**config.mk**
```make
export PLATFORM = sky130hd
export DESIGN_NAME = door_lock_ctrl
export DESIGN_NICKNAME = d
export VERILOG_FILES = /design/src/rtl/door_lock_ctrl.sv
export SDC_FILE = /design/constraint.sdc
export NUM_CORES = 1
export LEC_CHECK = 0
export CORE_ASPECT_RATIO = 0.9
export CORE_UTILIZATION = 54
export CTS_CLUSTER_DIAMETER = 100
export DETAILED_ROUTE_END_ITERATION = 8
export GPL_ROUTABILITY_DRIVEN = 0
export PLACE_DENSITY = 0.73
export REMOVE_ABC_BUFFERS = 1
export SLEW_MARGIN = 20
export SYNTH_ARGS = -nofsm -noshare
export SYNTH_HDL_FRONTEND = slang
export SYNTH_SLANG_ARGS = --single-unit
```
**constraint.sdc**
```tcl
create_clock -name clk -period 2.3 [get_ports clk]
set_input_delay 0.69 -clock clk [delete_from_list [all_inputs] [get_ports clk]]
set_output_delay 0.69 -clock clk [all_outputs]
set_load 0.1 [all_outputs]
```
**src/rtl/door_lock_ctrl.sv**
```systemverilog
// rtl/door_lock_ctrl.sv - per-stage 4-digit door code lock with try counter and entry timeout
// Optional auto-relock in OPEN: define DOOR_LOCK_RELOCK_EN.
module door_lock_ctrl #(
  parameter logic [15:0] CODE_S1     = 16'h1234,
  parameter logic [15:0] CODE_S2     = 16'h5821,
  parameter logic [15:0] CODE_S3     = 16'h9037,
  parameter int          MAX_TRIES   = 3,
  parameter int          TO_W        = 27,
  parameter int          TIMEOUT_CYC = 100_000_000
`ifdef DOOR_LOCK_RELOCK_EN
  , parameter int        RELOCK_CYC  = 200_000_000
`endif
) (
  input  logic       clk,
  input  logic       rst_n,
  input  logic [3:0] state,
  input  logic       key_valid,
  input  logic [3:0] key_digit,
  input  logic       at_door,
  output logic       isLocked,
  output logic [2:0] digits_entered,
  output logic [1:0] tries_left,
  output logic       door_pass,
  output logic       fail_req
);

  typedef enum logic [2:0] {IDLE, LOCKED, ENTRY, CHECK, OPEN, PASSED, FAILED} fsm_t;

  localparam logic [TO_W-1:0] TO_LAST   = TO_W'(TIMEOUT_CYC - 1);
  localparam logic [1:0]      TRIES_MAX = 2'(MAX_TRIES);

  fsm_t            fsm;
  logic [15:0]     code_buf;
  logic [TO_W-1:0] timer;
  logic [3:0]      prev_state;
`ifdef DOOR_LOCK_RELOCK_EN
  logic [31:0]     relock_cnt;
`endif

  logic        is_stage;
  logic        key_num;
  logic        key_clr;
  logic [1:0]  tries_dec;
  logic [15:0] stage_code;

  assign is_stage  = (state == 4'd2) || (state == 4'd4) || (state == 4'd6);
  assign key_num   = key_valid && (key_digit <= 4'd9);
  assign key_clr   = key_valid && (key_digit == 4'hC);
  assign tries_dec = (tries_left == 2'd0) ? 2'd0 : tries_left - 2'd1;

  always_comb begin
    stage_code = CODE_S1;
    case (state)
      4'd4:    stage_code = CODE_S2;
      4'd6:    stage_code = CODE_S3;
      default: stage_code = CODE_S1;
    endcase
  end

  always_ff @(posedge clk or negedge rst_n) begin
    if (!rst_n) begin
      fsm            <= IDLE;
      isLocked       <= 1'b1;
      digits_entered <= 3'd0;
      tries_left     <= TRIES_MAX;
      door_pass      <= 1'b0;
      fail_req       <= 1'b0;
      code_buf       <= 16'h0000;
      timer          <= '0;
      prev_state     <= 4'd0;
`ifdef DOOR_LOCK_RELOCK_EN
      relock_cnt     <= 32'd0;
`endif
    end else begin
      prev_state <= state;
      door_pass  <= 1'b0;
      fail_req   <= 1'b0;
      // Stage changes win over anything the FSM would otherwise do this cycle.
      if (!is_stage) begin
        fsm      <= IDLE;
        isLocked <= 1'b1;
      end else if (state != prev_state) begin
        fsm            <= LOCKED;
        code_buf       <= 16'h0000;
        digits_entered <= 3'd0;
        timer          <= '0;
        tries_left     <= TRIES_MAX;
        isLocked       <= 1'b1;
`ifdef DOOR_LOCK_RELOCK_EN
        relock_cnt     <= 32'd0;
`endif
      end else begin
        case (fsm)
          LOCKED: begin
            if (key_num) begin
              code_buf       <= {code_buf[11:0], key_digit};
              digits_entered <= 3'd1;
              timer          <= '0;
              fsm            <= ENTRY;
            end
          end
          ENTRY: begin
            if (digits_entered == 3'd4) begin
              fsm <= CHECK;
            end else if (key_num) begin
              code_buf       <= {code_buf[11:0], key_digit};
              digits_entered <= digits_entered + 3'd1;
              timer          <= '0;
            end else if (key_clr) begin
              code_buf       <= 16'h0000;
              digits_entered <= 3'd0;
              timer          <= '0;
              fsm            <= LOCKED;
            end else if (!key_valid) begin
              if (timer == TO_LAST) begin
                code_buf       <= 16'h0000;
                digits_entered <= 3'd0;
                timer          <= '0;
                fsm            <= LOCKED;
              end else begin
                timer <= timer + 1'b1;
              end
            end
          end
          CHECK: begin
            if (code_buf == stage_code) begin
              fsm      <= OPEN;
              isLocked <= 1'b0;
`ifdef DOOR_LOCK_RELOCK_EN
              relock_cnt <= 32'd0;
`endif
            end else begin
              tries_left     <= tries_dec;
              code_buf       <= 16'h0000;
              digits_entered <= 3'd0;
              if (tries_dec == 2'd0) begin
                fsm      <= FAILED;
                fail_req <= 1'b1;
              end else begin
                fsm <= LOCKED;
              end
            end
          end
          OPEN: begin
            if (at_door) begin
              door_pass <= 1'b1;
              fsm       <= PASSED;
`ifdef DOOR_LOCK_RELOCK_EN
              relock_cnt <= 32'd0;
            end else if (relock_cnt == 32'(RELOCK_CYC - 1)) begin
              relock_cnt     <= 32'd0;
              code_buf       <= 16'h0000;
              digits_entered <= 3'd0;
              isLocked       <= 1'b1;
              fsm            <= LOCKED;
            end else begin
              relock_cnt <= relock_cnt + 32'd1;
`endif
            end
          end
          default: ;
        endcase
      end
    end
  end

endmodule

```
==> results.md, run 1 <==
* Outcome: finished, final reports clean
* Grt total ovfl at 0
* Arr. time, crit path at between 2 and 3 ns
* R2r worst-path depth at 10
* Maximum clock rate at about 440 MHz
* Final Skew at ~0.0087 ns
* Slew @ Worst Pin at between 0.4 and 0.5 ns
* Mapped Area at about 3400 um^2
* Post-Route WL at approximately 9200 um
* Total GRT Usage at 0.2893
* Clock Pin Slew Worst Setup and Hold Paths at 0.07 ns
* Clock root buffer: clkbuf_8
* Mapped Cells at 384
* Filler cells at approximately 430
* Clk_lat worst skew at roughly 0.35 ns
* Pwr per Cell Area at 486.6 nW/um^2
* Pre-CTS setup slack at -0.6309 ns
* CTS buffer count at 9
* Clk buf depth at 2
* Final Cycle Share at 0.9888
* Reg-to-reg endpoint: timer[0]
* Die W at 85.88 um
* Top layer used by detailed routing: met4
* Worst vdd ir at between 0.2 and 0.3 mV
* Worst path max stage delay at around 0.39 ns
* Cell variety after synth at between 50 and 60
* Final net count at roughly 470
* Post-Layout Cell Count at 548
* Worst hold path type: in2async
* Num rows at 27
* # diodes at 0
* Final worst slack at ~0.026 ns
* First-pass GRT wire length at 14930 um
* Crit-path slowest cell: or3b_4
* Layout Utilization at 0.7485
* DRT Pass-1 Iters at 5
* Mean routed wirelength per cell at about 17 um
* Post-synth top flop: dfrtp_1
* Port Buf Inserts at 19
* Final HPWL DP at around 6000 um
* Routed met1 length at around 3800 um
* Crit path cell chain: dlygate4sd2_1 > or3b_4 > nand4_1 > nor2_1 > or2_1 > a311o_1 > buf_6 > a31o_4
* Minimum clock period at 2.274 ns
* Via count at 3246
* Max Cap Viol at 0
* Overall power at between 2 and 2.5 mW
* Post-Place Cells at 523
* Vias per inst at just under 6
* Mean post-synth cell area at 8.905 um^2
* Clock sink count at 58
* Metal2 WL at between 4000 and 5000 um
* Layout area overhead at 33.85%
* Beginning of the critical path: state[3]
* Crit path kind: in2reg
* Vias in the first global route at between 3000 and 4000
* R2r setup slk at 0.05 ns
* Setup crit start kind: input pin
* Initial antenna violation count at 0
* Leak at between 2 and 2.5 nW
* Layout cells sized above 1 at 0.2885
* ANT nets after route at 0
* # setup viols final at 0
* Buf/Inv on CP at 2
* Critical Path Fanout Max at 8
* DR DRC count at 0
* Final hold vios at 0
* Starting density of the core at 0.5592
* R2R Path Start: timer[25]
* Worst Path Required at roughly 2.5 ns
* Die area at 6655 um^2
* Pins over their slew limit at 0
* Crit. End Element: flop
* Die Height at between 70 and 80 um
* I/O pin total at 20
* H-tree depth at 3
* Seq cells post-synth at 58
* RSZ-0062 raised after global routing: yes
* DRT iter0 DRCs at 280
* Largest net degree at the start of global routing at 59
* Seq/Total Area, Yosys at 0.4255
* Rel. slew slack at 0.6893
* WL met3 at 454 um
* Syn. warnings at 0
* Core area at about 6000 um^2
* CP delay by family, top: simple AND/OR/NAND/NOR gates
* Post-synth EDFFs at 0
* FFs w/ async S/R, synth at 1.000
* CTS tree: yes
timing repair:
item	4_1_cts	5_1_grt
gates cloned	3	0
resized for setup	23	29
buffers inserted	4	3
hold buffers	0	0
pin swaps	11	13
setup endpoints to repair	49	45
cell usage after synthesis (all sizes together), types with 2 or more instances:
cell type / n / area [um^2]
xnor2: 5 / 43.79
nand4b: 2 / 17.52
mux2i: 19 / 190.2
nor2: 13 / 48.80
nor4: 6 / 52.55
and4: 3 / 26.28
nand4: 13 / 81.33
ha: 3 / 37.54
buf: 12 / 101.3
nand2b: 7 / 43.79
nor3b: 2 / 20.02
nand2: 71 / 266.5
a21o: 2 / 15.01
nor3: 7 / 35.03
nand3: 18 / 90.09
nor4b: 4 / 47.55
a41oi: 5 / 43.79
o21ai: 14 / 73.82
a31oi: 27 / 168.9
o211ai: 2 / 15.01
and3: 8 / 50.05
a211oi: 3 / 22.52
a21oi: 24 / 120.1
dfrtp: 55 / 1376
clkbuf: 15 / 56.30
nand3b: 2 / 15.01
inv: 10 / 37.54
o31ai: 3 / 22.52
or2b: 3 / 22.52
dfstp: 3 / 78.83
or4: 3 / 22.52
nor2b: 3 / 18.77
layout make-up:
cell class	instances	area (um^2)	share of cell area
well taps	87	108.9	0.02378
inverters	10	37.54	0.008201
flip-flops and latches	58	1456	0.3182
clock inverters	4	50.05	0.01093
multi-input cells	289	1969	0.4303
repair buffers	88	799.5	0.1747
clock buffers	12	155.1	0.03390
kinds of logic (layout without fill, tap and decap cells):
kind of cell             count (synthesis)  after routing  synth area share
AO/OA/AOI/OAI                           90             90            0.1679
XOR/XNOR                                 5              5           0.01281
adder cells (fa/ha/maj)                  3              3           0.01098
buffers and inverters                   37            114           0.05708
flip-flops                              58             58            0.4255
multiplexers                            20             20           0.05891
AND/OR/NAND/NOR                        171            171            0.2667
where the power goes:
group	leakage (nW)	switching [mW]	total [mW]	internal [mW]
logic	1.13	0.110	0.197	0.0868
registers	0.788	0.0138	1.04	1.03
clock network	0.0986	0.429	0.987	0.558
total	2.01	0.553	2.23	1.67
cells in the final DEF, fill, tap and decap left out, types with 3 or more instances in the layout:
cell and n:
a21oi_1 16, a21oi_2 8, a31oi_1 25, a41oi_1 5, and3_1 7, buf_12 6, buf_4 63, buf_6 7
clkbuf_8 11, dfrtp_1 54, dfstp_2 3, dlygate4sd2_1 8, inv_1 10, mux2i_1 19, nand2_1 70, nand2b_1 7
nand3_1 18, nand4_1 13, nor2_1 13, nor2b_1 3, nor3_1 6, nor4_1 5, o21ai_0 8, o21ai_1 3
o21ai_2 3, or2b_1 3, xnor2_2 3
stage by stage:
stage | hold slack, ns | setup TNS (ns) | instance area, um^2
after detailed placement | 0.4964 | -25.48 | 4081
after global routing | 0.3471 | -0.2297 | 4577
after CTS | 0.3426 | 0 | 4414
after global placement | 0.4900 | -23.40 | 4081
after floorplan | 0.3944 | -31.29 | 3262
final | 0.3304 | 0 | 4577
registers in the layout (all words and copies together) (netlist names):
name	flops
code_buf	16
digits_entered	3
door_pass	1
fail_req	1
fsm	3
isLocked	1
prev_state	4
timer	27
tries_left	2
how the worst max path moves through the flow:
stage                        endpoint  slack (ns)  cells after the start
CTS                       code_buf[6]        0.03                      7
finish              digits_entered[2]        0.03                      8
floorplan                   timer[12]       -0.86                      8
global placement    digits_entered[2]       -0.55                      8
global route        digits_entered[2]       -0.04                      8
detailed placement        code_buf[6]       -0.63                      7
routing by layer:
layer / up-vias / GRT usage
met5: - / 0
met4: 0 / 0.1117
met3: 18 / 0.06915
met2: 98 / 0.5024
met1: 1577 / 0.3449
li1: 1553 / -
(Power assumes the default switching activity.)
==> inputs of run 2 (changes only) <==
--- a/config.mk
+++ b/config.mk
@@ -10,7 +10,7 @@
 export CTS_CLUSTER_DIAMETER = 100
 export DETAILED_ROUTE_END_ITERATION = 8
 export GPL_ROUTABILITY_DRIVEN = 0
-export PLACE_DENSITY = 0.73
+export PLACE_DENSITY = 0.83
 export REMOVE_ABC_BUFFERS = 1
 export SLEW_MARGIN = 20
 export SYNTH_ARGS = -nofsm -noshare
==> run 2 against run 1 <==
  * Clock power is 5% higher
  * Combinational power is 4% lower
  * Routed wire length is 2.0% lower
  * Non-clock buffer count is 3 lower
  * Maximum frequency is 0.70% higher
  * Register-to-register slack hardly changed
  * Via count is 0.52% higher
  * Sequential share of layout area is 0.92 points higher
==> results.md, run 2 (synthesis gave the netlist of run 1 again) <==
* Final net count at 468 (-0.64%)
* Pwr per Cell Area at 510.7 nW/um^2 (+4.9%)
* Leak at 1.967 nW (-2.2%)
* Outcome: finished, final reports clean
* Largest register FFs at 27 (unchanged)
* Num rows at 27 (unchanged)
* Mean routed wirelength per cell at 16.45 um (-1.5%)
* Internal Pwr Total at 1.719 mW (+2.7%)
* Crit. End Element: flop
* ANT nets after route at 0 (unchanged)
* Final Cycle Share at 0.9819 (-0.006826)
* DR DRC count at 0 (unchanged)
* Total GRT Usage at 0.2830 (-0.006315)
* Vias per inst at 5.987 (+1.1%)
* Die area at 6655 um^2 (unchanged)
* Via count at 3263 (+0.52%)
* H-tree depth at 3 (unchanged)
* # setup viols final at 0 (unchanged)
* Logic pwr share at 0.083 (-0.005)
* Layout cells sized above 1 at 0.2686 (-0.01994)
* DRT Pass-1 Iters at 5 (unchanged)
* Slew @ Worst Pin at 0.4474 ns (-0.01765 ns)
* CTS tree: yes
* Final TNS setup at 0 ns (unchanged)
* Worst Path Required at 2.55 ns (about the same)
* Port Buf Inserts at 19 (unchanged)
* Final Skew at 0.01069 ns (+0.002016 ns)
* Overall power at 2.272 mW (+2.0%)
* # diodes at 0 (unchanged)
* CTS Hold Bufs at 0 (unchanged)
* Clock Pin Slew Worst Setup and Hold Paths at 0.07 ns (about the same)
* Sw Ratio at 0.2432 (-0.004979)
* Final hold vios at 0 (unchanged)
* Layout area overhead at 30.08%
* Post-Route WL at 8967 um (-2.0%)
* DRT iter0 DRCs at 226 (-19%)
* Clk pwr share at 0.459 (+0.016)
* Clock sink count at 58 (unchanged)
* Clock root buffer: clkbuf_8
* Worst vdd ir at 0.4871 mV (+65%)
* Final worst slack at 0.04154 ns (+0.01570 ns)
* Arr. time, crit path at 2.51 ns (about the same)
* I/O pin total at 20 (unchanged)
* Initial antenna violation count at 0 (unchanged)
* Vias in the first global route at 3135 (-4.1%)
* Largest registers: timer: 27 flops, code_buf: 16 flops, prev_state: 4 flops
* Max Cap Viol at 0 (unchanged)
* Commonest non-fill, non-tap cell in the layout: nand2_1
* Starting density of the core at 0.5592 (unchanged)
* Die W at 85.88 um (unchanged)
* Part of the power in registers at 0.458 (-0.011)
* R2r worst-path depth at 7 (-3)
* Grt total ovfl at 0 (unchanged)
* Filler cells at 437 (+1.9%)
* Largest net degree at the start of global routing at 59 (unchanged)
* Psw at 552.4 uW (about the same)
* Rel. slew slack at 0.7011 (+0.01179)
* Minimum clock period at 2.258 ns (-0.01570 ns)
* Reg with most FFs: timer
* Clk_lat worst skew at 0.35 ns (about the same)
* Maximum clock rate at 442.8 MHz (+0.70%)
* Critical Path Fanout Max at 8 (unchanged)
* Setup crit start kind: input pin
* Most frequent cells in the layout: nand2_1 (70), buf_4 (61), dfrtp_1 (54)
* Pre-CTS setup slack at -0.6723 ns (-0.04147 ns)
* Pins over their slew limit at 0 (unchanged)
* CTS buffer count at 9 (unchanged)
* Die Height at 77.50 um (unchanged)
* Core area at 6115 um^2 (unchanged)
* Crit path kind: in2reg
* First-pass GRT wire length at 14720 um (-1.4%)
* Worst hold path type: in2async
* Clk buf depth at 2 (unchanged)
* Final HPWL DP at 5844 um (-2.4%)
==> run 2: cell types whose count changed in the layout (fill, tap and decap cells not counted), sizes merged <==
cell          previous run  this run
dlymetal6s2s             0         2
bufinv                   1         2
bufbuf                   1         0
clkbuf                  12        11
dlygate4sd2              8         5
buf                     77        74
clkinv                   1         3
==> run 2: power by group through the flow <==
stage	clock network, mW	logic, mW	registers, mW
finish	1.04	0.189	1.04
global route	1.11	0.206	1.04
CTS	1.07	0.180	1.04
detailed placement	0	0.178	1.06
global placement	0	0.174	1.06
floorplan	0	0.0589	1.06
==> run 2: through the flow <==
step	hold slack, ns	cells	instance area, um^2	utilization
floorplan	0.3944	357	3262	-
global placement	0.4847	518	4044	0.6613
detailed placement	0.5048	518	4044	0.6613
CTS	0.3440	538	4330	0.7082
global route	0.3404	545	4448	0.7274
finish	0.3312	545	4448	0.7274
==> run 2: area by class of cell <==
class / instances / area, um^2 / share of cell area
Multi-Input combinational cell: 289 / 1888 / 0.4245
Tap cell: 87 / 108.9 / 0.02447
Sequential cell: 58 / 1456 / 0.3274
Clock inverter: 7 / 93.84 / 0.02110
Timing Repair Buffer: 85 / 739.5 / 0.1662
Inverter: 10 / 37.54 / 0.008439
Clock buffer: 9 / 123.9 / 0.02785
==> run 2: critical path, stage by stage <==
cell           delay (ns)
dlygate4sd2_1        0.24
or3b_4               0.41
a2111oi_4            0.30
or2_1                0.17
a311o_1              0.26
buf_6                0.18
mux2i_2              0.24
==> run 2: path summary, 6_finish.rpt <==
| kind | endpoint | startpoint | slack, ns |
|---|---|---|---|
| max | code_buf[0] | state[3] | 0.04 |
| min | code_buf[9] | rst_n | 0.33 |
| max reg2reg | digits_entered[2] | timer[11] | 0.06 |
| min reg2reg | timer[16] | timer[16] | 0.51 |
| max in group asynchronous | tries_left[1] | rst_n | 1.64 |
| min in group clk | timer[16] | timer[16] | 0.51 |
==> run 2: per-layer routing <==
| metal | up-vias | track usage | share of wire |
|---|---|---|---|
| met3 | 25 | 0.07128 | 0.049 |
| met5 | - | 0 | 0 |
| li1 | 1550 | - | - |
| met4 | 0 | 0.1067 | 0.025 |
| met1 | 1583 | 0.3658 | 0.42 |
| met2 | 105 | 0.4571 | 0.51 |
==> run 2: timing repair <==
action	CTS	global route
buffers inserted	2	6
cloned	2	1
endpoints found under the hold margin	0	0
gates resized for setup	19	20
endpoints found under the setup margin	51	47
pin swaps	8	8
==> inputs of run 3 (changes only) <==
--- a/config.mk
+++ b/config.mk
@@ -6,11 +6,11 @@
 export NUM_CORES = 1
 export LEC_CHECK = 0
 export CORE_ASPECT_RATIO = 0.9
-export CORE_UTILIZATION = 54
+export CORE_UTILIZATION = 60
 export CTS_CLUSTER_DIAMETER = 100
 export DETAILED_ROUTE_END_ITERATION = 8
 export GPL_ROUTABILITY_DRIVEN = 0
-export PLACE_DENSITY = 0.83
+export PLACE_DENSITY = 0.87
 export REMOVE_ABC_BUFFERS = 1
 export SLEW_MARGIN = 20
 export SYNTH_ARGS = -nofsm -noshare
==> constraint.sdc (replaced) <==
create_clock -name clk -period 2.7 [get_ports clk]
set_input_delay 0.81 -clock clk [delete_from_list [all_inputs] [get_ports clk]]
set_output_delay 0.81 -clock clk [all_outputs]
set_load 0.05 [all_outputs]
==> run 3 against run 2 <==
  * Clock skew fell by 0.0028 ns
  * Final cell count shrank 10%
  * Die area fell by 9.8%
  * Non-clock buffer count shrank 35
  * First-iteration DRC count increased by 23%
  * Worst setup slack improved by 0.034 ns
  * Core utilization increased by 3.1 points
  * Sequential share of layout area grew 2.9 points
  * Design area is 8.3% lower
  * Worst hold slack improved by 0.13 ns
  * Clock power fell by 14%
  * Register-to-register slack improved by 0.30 ns
  * Critical endpoint is now code_buf[14]
  * Highest routed layer unchanged
==> results.md, run 3 (synthesis gave the netlist of run 1 again) <==
* Layout cells sized above 1 at 0.1489 (-0.1196)
* I/O pin total at 20 (unchanged)
* Clk buf depth at 2 (unchanged)
* Layout area overhead at 19.32%
* Final Skew at 0.007927 ns (-0.002765 ns)
* Core area at 5380 um^2 (-12%)
* RSZ-0062 raised after global routing: no
* Buf/Inv on CP at 2 (unchanged)
* Rel. slew slack at 0.6030 (-0.09811)
* Clock Pin Slew Worst Setup and Hold Paths at 0.07 ns (about the same)
* Vias in the first global route at 2991 (-4.6%)
* Clock sink count at 58 (unchanged)
* Worst vdd ir at 0.4308 mV (-12%)
* CTS Hold Bufs at 0 (unchanged)
* Largest net degree at the start of global routing at 36 (-39%)
* Die W at 81.58 um (-5.0%)
* Final Cycle Share at 0.9719
* Clk_lat worst skew at 0.35 ns (about the same)
* DRT Pass-1 Iters at 5 (unchanged)
* Largest register FFs at 27 (unchanged)
* Total GRT Usage at 0.3196 (+0.03656)
* R2R Path Start: timer[20]
* Crit. End Element: flop
* # setup viols final at 0 (unchanged)
* Post-route cell area at 4080 um^2 (-8.3%)
* Via count at 3149 (-3.5%)
* Area after DPL at 3834 um^2 (-5.2%)
* Arr. time, crit path at 2.89 ns (+0.38 ns)
* Pins over their slew limit at 0 (unchanged)
* Die area at 6006 um^2 (-9.8%)
* Leak at 1.762 nW (-10%)
* # diodes at 0 (unchanged)
* Pwr per Cell Area at 471.3 nW/um^2 (-7.7%)
* Outcome: finished, final reports clean
* Clock root buffer: clkbuf_8
* Filler cells at 358 (-18%)
* Starting density of the core at 0.6356 (+0.07634)
* Crit path cell chain: clkdlybuf4s50_1 > or3b_4 > a2111oi_2 > or2_1 > a311o_1 > buf_6 > mux2i_1
* Worst hold path type: in2async
* Port Buf Inserts at 19 (unchanged)
* DRT iter0 DRCs at 279 (+23%)
* Crit-path slowest cell: clkdlybuf4s50_1
* Minimum clock period at between 2 and 3 ns
* Final hold vios at 0 (unchanged)
* H-tree depth at 3 (unchanged)
* CTS tree: yes
* CTS buffer count at 9 (unchanged)
* Grt total ovfl at 0 (unchanged)
* Layout Utilization at 0.7584 (+0.03093)
* Worst Path Required at 2.97 ns (+0.42 ns)
* Beginning of the critical path: state[2]
* Critical Path Fanout Max at 11 (+3)
* Largest registers: timer: 27 flops, code_buf: 16 flops, prev_state: 4 flops
* ANT nets after route at 0 (unchanged)
* Final net count at 433 (-7.5%)
* Mean routed wirelength per cell at 17.40 um (+5.8%)
* Setup crit start kind: input pin
* Slew @ Worst Pin at 0.5955 ns (+0.1481 ns)
* Crit path kind: in2reg
* Vias per inst at 6.427 (+7.3%)
* Num rows at 25 (-7.4%)
* DR DRC count at 0 (unchanged)
* Worst path max stage delay at 0.50 ns (+0.09 ns)
* Commonest non-fill, non-tap cell in the layout: nand2_1
* Reg with most FFs: timer
* Initial antenna violation count at 0 (unchanged)
* Maximum clock rate at between 300 and 400 MHz
* Most frequent cells in the layout: nand2_1 (71), dfrtp_1 (55), a31oi_1 (26)
* Final HPWL DP at 5791 um (-0.91%)
* Overall power at 1.923 mW (-15%)
* CP delay by family, top: buffers and inverters
* Max Cap Viol at 0 (unchanged)
* First-pass GRT wire length at 14260 um (-3.2%)
* Post-Route WL at 8526 um (-4.9%)
* Die Height at 73.62 um (-5.0%)
## run 3: cell count changes in the layout (fill, tap and decap cells not counted), moves of 2 or more
cell / change
buf_4: -36
clkdlybuf4s50_1: +14
dlygate4sd2_1: -5
buf_12: -2
buf_2: -2
buf_6: -2
mux2i_1: +2
mux2i_2: -2
nor4b_1: +2
## run 3: final timing paths
path                                     end  slack [ns]  cells after the start
hold reg to reg                     isLocked        0.51                      1
max in group asynchronous           timer[6]        1.64                      2
min in group clk                    isLocked        0.51                      1
setup / recovery                code_buf[14]        0.08                      7
hold / removal                   code_buf[8]        0.46                      1
setup reg to reg           digits_entered[2]        0.36                      7
## run 3: layout make-up
class / count / area [um^2] / share of cell area
clock buffer: 11 / 141.4 / 0.03465
clock inverter: 5 / 77.57 / 0.01901
inverter: 10 / 37.54 / 0.009200
multi-input combinational: 289 / 1802 / 0.4416
sequential: 58 / 1455 / 0.3566
tap: 67 / 83.83 / 0.02055
timing repair buffer: 50 / 483.0 / 0.1184
## run 3: metrics by stage
step                      hold WS [ns]  setup slack (ns)  instances  TNS (ns)
final                           0.4615           0.07590        490         0
after global routing            0.5087          0.005654        490         0
after CTS                       0.4671           0.01479        490         0
after detailed placement        0.4978           -0.3534        474    -12.02
after global placement          0.4937           -0.2546        474    -7.844
after floorplan                 0.4642           -0.3144        357    -11.61
## run 3: timing repair
item | CTS | global route
buffers inserted | 0 | 0
pin swaps | 0 | 2
gates resized for setup | 1 | 7
endpoints found under the setup margin | 3 | 25
## run 3: where the power goes
part | internal (mW) | switching, mW
clock network | 0.541 | 0.349
logic | 0.0608 | 0.0807
registers | 0.878 | 0.0127
## run 3: routing by layer
metal  vias to the layer above  routed length (um)  GRT usage
li1                       1481                   -          -
met1                      1493                3573     0.3879
met2                       141                4195     0.5185
met3                        34                 485    0.07578
met4                         0                 272     0.1852
met5                         -                   0          0
